<file path="src/rtl/flagger_pkg.sv">
// Purpose: shared definitions for the pipelined ALU flagger (flag indices, funct7 codes, flags type).
// Latency: n/a (package only).
// Backpressure: n/a.
package flagger_pkg;

  // Bit positions inside the 4-bit flags vector.
  localparam int FLAG_ZERO  = 0;
  localparam int FLAG_MSB   = 1;
  localparam int FLAG_OVF   = 2;
  localparam int FLAG_CARRY = 3;

  // funct7 selector bit: add vs subtract.
  localparam logic FUNCT7_ADD = 1'b0;
  localparam logic FUNCT7_SUB = 1'b1;

  typedef logic [3:0] flags_t;

endpackage

</file>
<file path="src/rtl/flag_compute_comb.sv">
// Purpose: combinational flag/compare evaluation on the effective width (HALFSIZE for W ops, else WORDSIZE).
// Latency: 0 cycles (purely combinational).
// Backpressure: none; the caller decides when to capture the outputs.
// Ports: a_i/b_i operands, r_i ALU result, funct7_i add/sub, word_op_i width select;
//        flags_o {carry, ovf, msb, zero}, lt_o signed a<b, ltu_o unsigned a<b.
module flag_compute_comb
  import flagger_pkg::*;
#(
  parameter int WORDSIZE = 64,
  parameter int HALFSIZE = 32
) (
  input  logic [WORDSIZE-1:0] a_i,
  input  logic [WORDSIZE-1:0] b_i,
  input  logic [WORDSIZE-1:0] r_i,
  input  logic                funct7_i,
  input  logic                word_op_i,
  output flags_t              flags_o,
  output logic                lt_o,
  output logic                ltu_o
);

  localparam int PADW = WORDSIZE - HALFSIZE;

  logic [WORDSIZE-1:0] a_m, b_m, r_m, na_m;
  logic                a_msb, b_msb, r_msb;
  logic                is_sub, ltu, add_carry, ovf;

  always_comb begin
    // Zero-extend the low half in word mode so the full-width compares
    // below naturally operate on E bits only.
    a_m   = word_op_i ? {{PADW{1'b0}}, a_i[HALFSIZE-1:0]}  : a_i;
    b_m   = word_op_i ? {{PADW{1'b0}}, b_i[HALFSIZE-1:0]}  : b_i;
    r_m   = word_op_i ? {{PADW{1'b0}}, r_i[HALFSIZE-1:0]}  : r_i;
    na_m  = word_op_i ? {{PADW{1'b0}}, ~a_i[HALFSIZE-1:0]} : ~a_i;
    a_msb = word_op_i ? a_i[HALFSIZE-1] : a_i[WORDSIZE-1];
    b_msb = word_op_i ? b_i[HALFSIZE-1] : b_i[WORDSIZE-1];
    r_msb = word_op_i ? r_i[HALFSIZE-1] : r_i[WORDSIZE-1];

    is_sub = (funct7_i == FUNCT7_SUB);
    ltu    = (a_m < b_m);

    // a + b carries out of E bits exactly when b exceeds (2^E-1 - a) = ~a.
    // Derived from operands only, so a wrong ALU result cannot corrupt it.
    add_carry = (b_m > na_m);

    if (is_sub) ovf = (a_msb != b_msb) && (r_msb != a_msb);
    else        ovf = (a_msb == b_msb) && (r_msb != a_msb);

    flags_o             = '0;
    flags_o[FLAG_ZERO]  = (r_m == '0);
    flags_o[FLAG_MSB]   = r_msb;
    flags_o[FLAG_OVF]   = ovf;
    flags_o[FLAG_CARRY] = is_sub ? ltu : add_carry;

    ltu_o = ltu;
    // Differing sign bits decide the signed compare; otherwise it matches unsigned.
    lt_o  = (a_msb != b_msb) ? a_msb : ltu;
  end

endmodule

</file>
<file path="src/rtl/flagger_pipelined.sv">
// Purpose: registered ALU flagger (zero/neg/ovf/carry, lt/ltu) with sticky overflow and optional event counter.
// Latency: 1 cycle; out_valid pulses for the cycle after an accepted input.
// Backpressure: stall freezes all state and drops the presented input (clear_sticky still acts).
// Ports: clk, reset (sync, active-high), in_valid, stall, input_a, input_b, result, funct7, word_op,
//        clear_sticky in; out_valid, flags, lt, ltu, sticky_ovf, ovf_count out.
// Build option: define FLAGGER_OVF_COUNTER_EN to implement the saturating ovf_count; otherwise it reads 0.
// WORDSIZE must be >= 33 and HALFSIZE < WORDSIZE.
module flagger_pipelined
  import flagger_pkg::*;
#(
  parameter int WORDSIZE = 64,
  parameter int HALFSIZE = 32,
  parameter int CNT_W    = 8
) (
  input  logic                clk,
  input  logic                reset,
  input  logic                in_valid,
  input  logic                stall,
  input  logic [WORDSIZE-1:0] input_a,
  input  logic [WORDSIZE-1:0] input_b,
  input  logic [WORDSIZE-1:0] result,
  input  logic                funct7,
  input  logic                word_op,
  input  logic                clear_sticky,
  output logic                out_valid,
  output logic [3:0]          flags,
  output logic                lt,
  output logic                ltu,
  output logic                sticky_ovf,
  output logic [CNT_W-1:0]    ovf_count
);

  flags_t flags_c, flags_q, flags_d;
  logic   lt_c, ltu_c;
  logic   lt_q, lt_d, ltu_q, ltu_d;
  logic   vld_q, vld_d;
  logic   sticky_q, sticky_d;
  logic   accept, ovf_event;

  flag_compute_comb #(
    .WORDSIZE (WORDSIZE),
    .HALFSIZE (HALFSIZE)
  ) u_comp (
    .a_i       (input_a),
    .b_i       (input_b),
    .r_i       (result),
    .funct7_i  (funct7),
    .word_op_i (word_op),
    .flags_o   (flags_c),
    .lt_o      (lt_c),
    .ltu_o     (ltu_c)
  );

  assign accept    = in_valid && !stall;
  assign ovf_event = accept && flags_c[FLAG_OVF];

  always_comb begin
    flags_d  = flags_q;
    lt_d     = lt_q;
    ltu_d    = ltu_q;
    vld_d    = accept;
    if (accept) begin
      flags_d = flags_c;
      lt_d    = lt_c;
      ltu_d   = ltu_c;
    end
    // Clear first, then apply a same-cycle overflow event on top of it.
    sticky_d = clear_sticky ? 1'b0 : sticky_q;
    if (ovf_event) sticky_d = 1'b1;
  end

  always_ff @(posedge clk) begin
    if (reset) begin
      flags_q  <= '0;
      lt_q     <= 1'b0;
      ltu_q    <= 1'b0;
      vld_q    <= 1'b0;
      sticky_q <= 1'b0;
    end else begin
      flags_q  <= flags_d;
      lt_q     <= lt_d;
      ltu_q    <= ltu_d;
      vld_q    <= vld_d;
      sticky_q <= sticky_d;
    end
  end

`ifdef FLAGGER_OVF_COUNTER_EN
  logic [CNT_W-1:0] cnt_q, cnt_d;

  always_comb begin
    cnt_d = clear_sticky ? '0 : cnt_q;
    // Saturate rather than wrap so a long run of overflows stays visible.
    if (ovf_event && (cnt_d != '1)) cnt_d = cnt_d + 1'b1;
  end

  always_ff @(posedge clk) begin
    if (reset) cnt_q <= '0;
    else       cnt_q <= cnt_d;
  end

  assign ovf_count = cnt_q;
`else
  assign ovf_count = '0;
`endif

  assign out_valid  = vld_q;
  assign flags      = flags_q;
  assign lt         = lt_q;
  assign ltu        = ltu_q;
  assign sticky_ovf = sticky_q;

endmodule

</file>
<file path="config.mk">
export PLATFORM = sky130hd
export DESIGN_NAME = flagger_pipelined
export DESIGN_NICKNAME = d
export VERILOG_FILES = /design/src/rtl/flagger_pkg.sv /design/src/rtl/flag_compute_comb.sv /design/src/rtl/flagger_pipelined.sv
export SDC_FILE = /design/constraint.sdc
export NUM_CORES = 1
export LEC_CHECK = 0
export BUFFER_PORTS_ARGS = -buffer_cell sky130_fd_sc_hd__buf_2
export CAP_MARGIN = 20
export CORE_ASPECT_RATIO = 0.5
export CORE_MARGIN = 2
export CORE_UTILIZATION = 30
export CTS_BUF_LIST = sky130_fd_sc_hd__clkbuf_8
export DETAILED_ROUTE_END_ITERATION = 7
export GPL_TIMING_DRIVEN = 0
export PLACE_DENSITY_LB_ADDON = 0.15
export SYNTH_ARGS = -nofsm -noshare
export SYNTH_HDL_FRONTEND = slang
export SYNTH_SLANG_ARGS = --single-unit
</file>
<file path="constraint.sdc">
create_clock -name clk -period 5.28 [get_ports clk]
set_input_delay 1.056 -clock clk [delete_from_list [all_inputs] [get_ports clk]]
set_output_delay 1.056 -clock clk [all_outputs]
set_load 0.005 [all_outputs]
</file>
==> results.env, run 1 <==
POSTSYNTHREGISTERBITS=8
DESIGN_POWER_TOTAL_uW=510.8
DRV_CAP=0
COUNT_OF_PINS_OVER_THEIR_SLEW_LIMIT=0
POSTROUTEANTENNANETS=0
POWER.CLOCK.FRACTION_PCT=15.0
YS_ASYNC_RST_SHARE_PCT=0
FINALCRITPERIODSHARE_PCT=86.22
SYNTHDOMINANTCELLAREASHARE_PCT=37.87
GLOBALROUTE.TOTALOVERFLOW=0
WORST_SKEW_PAIR.LATE_LATENCY_NS=0.23
FIRSTDRTPASSITERS=4
UNIQUE_CELL_TYPE_COUNT_IN_THE_YOSYS_NETLIST=53
REG2REG_SLACK_NS=4.59
CLOCK_PATH_BUFFERS=2
DIE-WIDTH_UM=170.6
YOSYSWARNINGCOUNT=0
WORST-ENDPOINT-REQUIRED_NS=5.42
CRITICAL_PATH.STARTPOINT='word_op'
CRIT-REG2REG-LAUNCH='flags[3]$_SDFFE_PP0P_'
INITIAL_UTILIZATION_PCT=30.72
CTSHOLDBUFFERS=0
HOLD-WORST-SLACK_NS=0.4506
POSTPLACECELLAREA_SQ_MM=0.005455
DRIVE_GT1_SHARE_PCT=32.87
TIMING.FINAL.HOLD_VIOLATIONS=0
CRITICAL_PATH.ENDPOINT='flags[3]$_SDFFE_PP0P_'
AVGROUTEDWIREPERCELL_UM=12.53
GRT_MAX_DEGREE=11
FLOORPLAN.ROWS=30
YS_TOP_CELLS_BY_AREA='ha_1 (38%), inv_1 (6.9%), a21oi_1 (5.8%)'
SW_FRAC_OF_TOTAL_PCT=42.95
TIMING.CLOCK.SKEW_NS=0
CRITICAL_PATH_PEAK_FANOUT=10
FP.DIEAREA_SQ_MM=0.01489
FINALINSTANCEAREA_SQ_MM=0.005504
CTS_POST_SETUP_BUFFERS_INSERTED=0
SEQUENTIALPOWERSHARE_PCT=12.7
P_LEAK_nW=3.104
TRITONCTS.NUM_BUFFERS=3
COMB_POWER_SHARE_PCT=72.3
P_SWITCHING_uW=219.4
SLEW_AT_THE_PIN_CLOSEST_TO_ITS_MAX_SLEW_LIMIT_NS=0.6471
HOLDCRITPATHCLASS='flop to flop'
SYN-INSTANCE-COUNT=576
SYNTH_FLOP_CELL='dfxtp_1'
WORST_PATH_MAX_DELAY_CELL='clkbuf_1'
HPWLAFTERDP_UM=11330
POWER.DENSITY_CELL_AREA_mW_PER_MM2=92.80
NUMPORTBUFFERS=205
GRT_FIRST_PASS_WIRELENGTH_UM=19820
GLOBAL_ROUTE_TOTAL_USAGE_ACROSS_EVERY_LAYER_PCT=16.08
TIMING.SETUP.TNS_NS=0
WORST_SETUP_HOLD_PATH_CLK_SLEW_NS=0.05
CTS.REPAIR.RESIZED=0
TRITONCTS_SINK_COUNT=8
MAX-VDD-IR-DROP_mV=0.05583
ACHIEVABLE-FREQUENCY_MHz=219.7
ANTENNA_FOUND_INITIAL=4
MAX_STAGE_DELAY_NS=0.46
CELL_INTERNAL_PWR_uW=291.4
PATH_DELAY_FAMILY='simple AND/OR/NAND/NOR gates'
FLOORPLAN.IO_PINS=215
SYNTH_TOP_AREA_CELL='ha_1'
DETAILEDROUTE.FIRSTITERATIONVIOLATIONS=152
NUM-FILL-CELLS=1492
DETAIL_ROUTE.WIRELENGTH_UM=12360
UNREPAIRED_SETUP_ENDPOINTS_AFTER_GLOBAL_ROUTING='false'
SYNTH-EDFF-COUNT=0
CORE_AREA_SQ_MM=0.01355
DRT-VIAS-PER-INSTANCE=4.654
WORST_SLEW_MARGIN_REL_PCT=56.86
OUTCOME='finished clean'
DRT_DRC_VIOLATIONS_LEFT=0
CRITICAL_PATH.ENDPOINT_TYPE='flop'
CTS_TREE='built'
VIA_COUNT=4589
TIMING.RR.END='flags[3]$_SDFFE_PP0P_'
FIRST_GLOBAL_VIAS=4441
CRIT_CHAIN='buf_2 > clkbuf_1 > clkbuf_1 > or2_2 > ha_1 > nand4_1 > nor4_4 > nand3_1 > or3_1 > a31oi_1 > nor4_1 > or3_1 > a311oi_1'
FINALNETCOUNT=1118
FINAL_PERIOD_MINUS_WORST_SETUP_SLACK_NS=4.552
LEVELS_ON_CRIT_PATH=13
MAPPEDNETLISTAREA_SQ_MM=0.004163
CP_BUFS_INVS=3
TIMING.HOLD.WORST_PATH_DEPTH=2
SEQ_AREA_FRAC_SYNTH_PCT=3.847
FINAL_WTD_CONGESTION=0.8323
LAYOUT-AREA-OVERHEAD-VS-SYNTH_PCT=32.22
SYN-MEAN-INSTANCE-AREA_SQ_UM=7.227
CRIT_TYPE='primary input to flop'
HTREE_LEVELS=1
TIMING.CRITICAL_PATH.FROM_TYPE='primary input'
FINALSETUPVIOLATIONS=0
CTS-ROOT-BUF='clkbuf_8'
DIE_HEIGHT_UM=87.30
CRITICAL_PATH_ARRIVAL_NS=4.69
REG2REGPATHDEPTH=2
[worst reg2reg max path: stages, from the launching register on]
cell	delay (ns)
dfxtp_1	0.31
nor2_1	0.05
a311oi_1	0.24
[Yosys cell counts (all sizes together) (2+ instances only)]
cell type and number:
o31ai 4, xnor2 2, buf 8, ha 126
a2111oi 2, o21ai 18, clkbuf 17, inv 78
or3 2, or2 32, nor2b 36, nand2b 2
a31oi 2, o21bai 4, dfxtp 8, a21oi 48
a311oi 3, nand2 49, nor2 21, nand3 14
o211ai 2, o21a 4, nor4b 3, nor3 7
a21o 11, nand4 22, nor4 20, o211a 2
a211oi 12, and4 3
[logic make-up after synthesis]
logic type / count (synthesis) / share of synthesized area, %
AOI/OAI and AO/OA: 119 / 18.00
xor gates and xnor gates: 2 / 0.4209
adders and majority gates: 126 / 37.87
buffers and inverters: 103 / 10.07
DFF: 8 / 3.847
muxes: 1 / 0.2405
other: 1 / 0.09008
and+or+nand+nor: 216 / 29.46
[cell type report]
type                            count  area [sq um]  share of cell area (%)
Antenna cell                        3         7.507                  0.1364
Buffer                             25         126.4                   2.296
Clock buffer                        3         41.29                  0.7502
Inverter                           78         292.8                   5.319
Multi-Input combinational cell    472          3610                   65.58
Sequential cell                     8         160.2                   2.910
Tap cell                          192         240.2                   4.365
Timing Repair Buffer              205          1026                   18.64
[power groups by stage]
| stage | Combinational [mW] | Sequential (mW) | Clock, mW |
|---|---|---|---|
| 2_1_floorplan | 0.224 | 0.0665 | 0 |
| 3_3_place_gp | 0.367 | 0.0660 | 0 |
| 3_5_place_dp | 0.370 | 0.0661 | 0 |
| 4_1_cts | 0.373 | 0.0650 | 0.0774 |
| 5_1_grt | 0.425 | 0.0655 | 0.0818 |
| 6_report | 0.369 | 0.0650 | 0.0766 |
[cell usage in the layout (no fill, tap or decap), types with 14 or more instances in the layout]
cell / instances
nor4_1: 19
buf_2: 205
nand3_1: 14
or2_2: 32
inv_1: 77
nand4_1: 20
a21oi_1: 48
o21ai_0: 15
nor2b_1: 36
clkbuf_1: 15
nand2_1: 48
nor2_1: 21
ha_1: 126
[state kept, by name, indices dropped and copies added (netlist names)]
signal	cells
flags	4
lt	1
ltu	1
out_valid	1
sticky_ovf	1
[per-layer routing]
layer	vias to the layer above	global-route usage (%)	part of all wire, %
met5	-	0	0.11
met4	2	1.399	0.49
met3	10	2.771	5.2
met2	85	27.79	45
met1	2035	21.78	49
li1	2457	-	-
[through the flow]
step | instances | setup WS, ns | utilization (%)
after floorplan | 583 | 1.408 | -
final | 986 | 0.7276 | 40.62
after detailed placement | 980 | 0.4246 | 40.26
after global routing | 984 | 0.3500 | 40.58
after CTS | 983 | 0.6515 | 40.56
after global placement | 980 | 0.4030 | 40.26
[worst min path at each step]
stage | startpoint | endpoint
global placement | flags[0]$_SDFFE_PP0P_ | flags[0]$_SDFFE_PP0P_
floorplan | flags[0]$_SDFFE_PP0P_ | flags[0]$_SDFFE_PP0P_
detailed placement | flags[2]$_SDFFE_PP0P_ | flags[2]$_SDFFE_PP0P_
CTS | ltu$_SDFFE_PP0P_ | ltu$_SDFFE_PP0P_
global route | ltu$_SDFFE_PP0P_ | ltu$_SDFFE_PP0P_
finish | ltu$_SDFFE_PP0P_ | ltu$_SDFFE_PP0P_
Note: power is estimated with default switching activity, not from simulation.
==> run 2: changes to the inputs <==
--- a/config.mk
+++ b/config.mk
@@ -7,9 +7,8 @@
 export LEC_CHECK = 0
 export BUFFER_PORTS_ARGS = -buffer_cell sky130_fd_sc_hd__buf_2
 export CAP_MARGIN = 20
-export CORE_ASPECT_RATIO = 0.5
 export CORE_MARGIN = 2
-export CORE_UTILIZATION = 30
+export CORE_UTILIZATION = 52
 export CTS_BUF_LIST = sky130_fd_sc_hd__clkbuf_8
 export DETAILED_ROUTE_END_ITERATION = 7
 export GPL_TIMING_DRIVEN = 0
==> run 2 against run 1 <==
  * Sequential share of layout area grew 0.065 points
  * Largest power group unchanged
  * Clock-buffer cell count is the same
  * Register-to-register slack lost 0.07 ns
  * Wire length grew 2.9%
  * Non-clock buffer count is the same
  * Via count grew 4.5%
  * Worst setup slack gained 0.15 ns
  * Global-route usage grew 12 points
  * Largest cell class unchanged
==> results.env, run 2 (same netlist as run 1, synthesis figures left out) <==
FIRSTDRTPASSITERS=4  # unchanged
TRITONCTS_SINK_COUNT=8  # unchanged
DRIVE_GT1_SHARE_PCT=32.87  # unchanged
LAYOUT.CELLS.MOST_COMMON_LIST='buf_2 (205), ha_1 (126), inv_1 (77)'  # unchanged
OUTCOME='finished clean'  # unchanged
WORST_SETUP_HOLD_PATH_CLK_SLEW_NS=0.05  # about the same
DRT_DRC_VIOLATIONS_LEFT=0  # unchanged
VIA_COUNT=4797  # was 4589
CLOCK_PATH_BUFFERS=2  # unchanged
GRT_MAX_DEGREE=11  # unchanged
FINALINSTANCEAREA_SQ_MM=0.005384  # was 0.005504 sq mm
P_LEAK_nW=3.104  # about the same
SW_FRAC_OF_TOTAL_PCT=44.12  # was 42.95%
WORST-ENDPOINT-REQUIRED_NS=5.43  # was 5.42 ns
DESIGN_POWER_TOTAL_uW=522.2  # was 510.8 uW
POWER.CLOCK.FRACTION_PCT=15.3  # was 15.0%
CELL_INTERNAL_PWR_uW=291.8  # was 291.4 uW
DRV_CAP=0  # unchanged
HTREE_LEVELS=1  # unchanged
FINALNETCOUNT=1118  # unchanged
CORE_AREA_SQ_MM=0.007727  # was 0.01355 sq mm
FP.DIEAREA_SQ_MM=0.008737  # was 0.01489 sq mm
COMB_POWER_SHARE_PCT=72.1  # was 72.3%
POSTPLACECELLAREA_SQ_MM=0.005343  # was 0.005455 sq mm
FINALCRITPERIODSHARE_PCT=83.44  # was 86.22%
POSTROUTEANTENNANETS=0  # unchanged
CRITICAL_PATH.STARTPOINT='word_op'  # unchanged
SLEW_AT_THE_PIN_CLOSEST_TO_ITS_MAX_SLEW_LIMIT_NS=0.5746  # was 0.6471 ns
AVGROUTEDWIREPERCELL_UM=14.23  # was 12.53 um
LARGEST_REGISTER_FF_COUNT=4  # unchanged
CTS_POST_SETUP_BUFFERS_INSERTED=0  # unchanged
MAX-VDD-IR-DROP_mV=0.07765  # was 0.05583 mV
CRITICAL_PATH_PEAK_FANOUT=10  # unchanged
TIMING.CLOCK.SKEW_NS=0  # unchanged
COUNT_OF_PINS_OVER_THEIR_SLEW_LIMIT=0  # unchanged
HOLDCRITPATHCLASS='flop to flop'  # unchanged
TIMING.CRITICAL_PATH.FROM_TYPE='primary input'  # unchanged
TIMING.HOLD.WORST.START='flags[0]$_SDFFE_PP0P_'  # was ltu$_SDFFE_PP0P_
WORST_SKEW_PAIR.LATE_LATENCY_NS=0.24  # was 0.23 ns
GRT_FIRST_PASS_WIRELENGTH_UM=20200  # was 19820 um
CTS_TREE='built'  # unchanged
ANTENNA_FOUND_INITIAL=0  # was 4
UNREPAIRED_SETUP_ENDPOINTS_AFTER_GLOBAL_ROUTING='false'  # unchanged
LAYOUT-AREA-OVERHEAD-VS-SYNTH_PCT=29.34  # was 32.22%
TIMING.FINAL.HOLD_VIOLATIONS=0  # unchanged
NUMPORTBUFFERS=205  # unchanged
SEQUENTIALPOWERSHARE_PCT=12.6  # was 12.7%
NUM_ANTENNA_CELLS=0  # was 3
P_SWITCHING_uW=230.4  # was 219.4 uW
FIRST_GLOBAL_VIAS=4803  # was 4441
DETAILEDROUTE.FIRSTITERATIONVIOLATIONS=228  # was 152
DRT-VIAS-PER-INSTANCE=5.372  # was 4.654
CTS.REPAIR.RESIZED=0  # unchanged
INITIAL_UTILIZATION_PCT=53.87  # was 30.72%
TIMING.SETUP.TNS_NS=0  # unchanged
DETAIL_ROUTE.WIRELENGTH_UM=12710  # was 12360 um
AREA_TAKEN_BY_MULTI_INPUT_LOGIC_GATES_SQ_MM=0.003610  # unchanged
CRIT_TYPE='primary input to flop'  # unchanged
LAYOUT.CELLS.MOST_COMMON='buf_2'  # unchanged
CTSHOLDBUFFERS=0  # unchanged
FLOORPLAN.IO_PINS=215  # unchanged
DIE_HEIGHT_UM=93.47  # was 87.30 um
HPWLAFTERDP_UM=11500  # was 11330 um
SEQCELLAREA_SQ_UM=160.2  # unchanged
FLOORPLAN.ROWS=32  # was 30
ACHIEVABLE-FREQUENCY_MHz=227.0  # was 219.7 MHz
GLOBAL_ROUTE_TOTAL_USAGE_ACROSS_EVERY_LAYER_PCT=28.16  # was 16.08%
POWER.DENSITY_CELL_AREA_mW_PER_MM2=96.99  # was 92.80 mW/mm^2
CTS-ROOT-BUF='clkbuf_8'  # unchanged
FINALCOREUTILIZATION_PCT=69.67  # was 40.62%
TRITONCTS.NUM_BUFFERS=3  # unchanged
WORST_SLEW_MARGIN_REL_PCT=61.16  # was 56.86%
CRITICAL_PATH.ENDPOINT_TYPE='flop'  # unchanged
FINALSETUPVIOLATIONS=0  # unchanged
GLOBALROUTE.TOTALOVERFLOW=0  # unchanged
NUM-FILL-CELLS=692  # was 1492
DIE-WIDTH_UM=93.47  # was 170.6 um
CRIT-REG2REG-LAUNCH='flags[3]$_SDFFE_PP0P_'  # unchanged
FINAL_WTD_CONGESTION=0.9547  # was 0.8323
CRITICAL_PATH_ARRIVAL_NS=4.55  # was 4.69 ns
FINAL_PERIOD_MINUS_WORST_SETUP_SLACK_NS=4.406  # was 4.552 ns
run 2: cell types whose count changed in the layout (fill, tap and decap cells not counted):
cell,before,now
diode_2,3,0
run 2: final cells by class:
cell class              count  share of cell area (%)
well taps                 102                   2.370
multi-input cells         472                   67.05
clock buffers               3                  0.7669
plain buffers              25                   2.347
flip-flops and latches      8                   2.975
inverters                  78                   5.438
repair buffers            205                   19.06
run 2: path summary, 6_finish.rpt:
kind | slack [ns] | depth (start not counted) | endpoint
setup reg to reg | 4.52 | 2 | flags[3]$_SDFFE_PP0P_
hold reg to reg | 0.45 | 2 | flags[0]$_SDFFE_PP0P_
setup / recovery | 0.87 | 13 | flags[3]$_SDFFE_PP0P_
hold / removal | 0.45 | 2 | flags[0]$_SDFFE_PP0P_
run 2: worst max-delay path, cell delays in order:
cell,delay (ns)
buf_2,0.15
clkbuf_1,0.25
clkbuf_1,0.33
or2_2,0.37
ha_1,0.30
nand4_1,0.23
nor4_4,0.41
nand3_1,0.19
or3_1,0.42
a31oi_1,0.17
nor4_1,0.06
or3_1,0.36
a311oi_1,0.26
run 2: through the flow:
stage               instances  setup WS (ns)  hold slack (ns)
floorplan                 583          1.408           0.4483
global placement          890         0.6539           0.4426
detailed placement        890         0.6462           0.4480
CTS                       893         0.8748           0.4544
global route              893         0.6292           0.4930
finish                    893         0.8742           0.4539
run 2: layer usage:
layer	global-route usage (%)	part of all wire [%]
met1	34.95	43
met2	51.14	49
met3	5.399	7.3
met4	4.044	0.98
met5	0	0
run 2: power by group through the flow:
stage / Sequential, mW / Clock, mW / Combinational [mW]
floorplan: 0.0665 / 0 / 0.224
detailed placement: 0.0667 / 0 / 0.373
finish: 0.0657 / 0.0798 / 0.377
CTS: 0.0656 / 0.0784 / 0.375
global route: 0.0659 / 0.0837 / 0.428
global placement: 0.0666 / 0 / 0.356
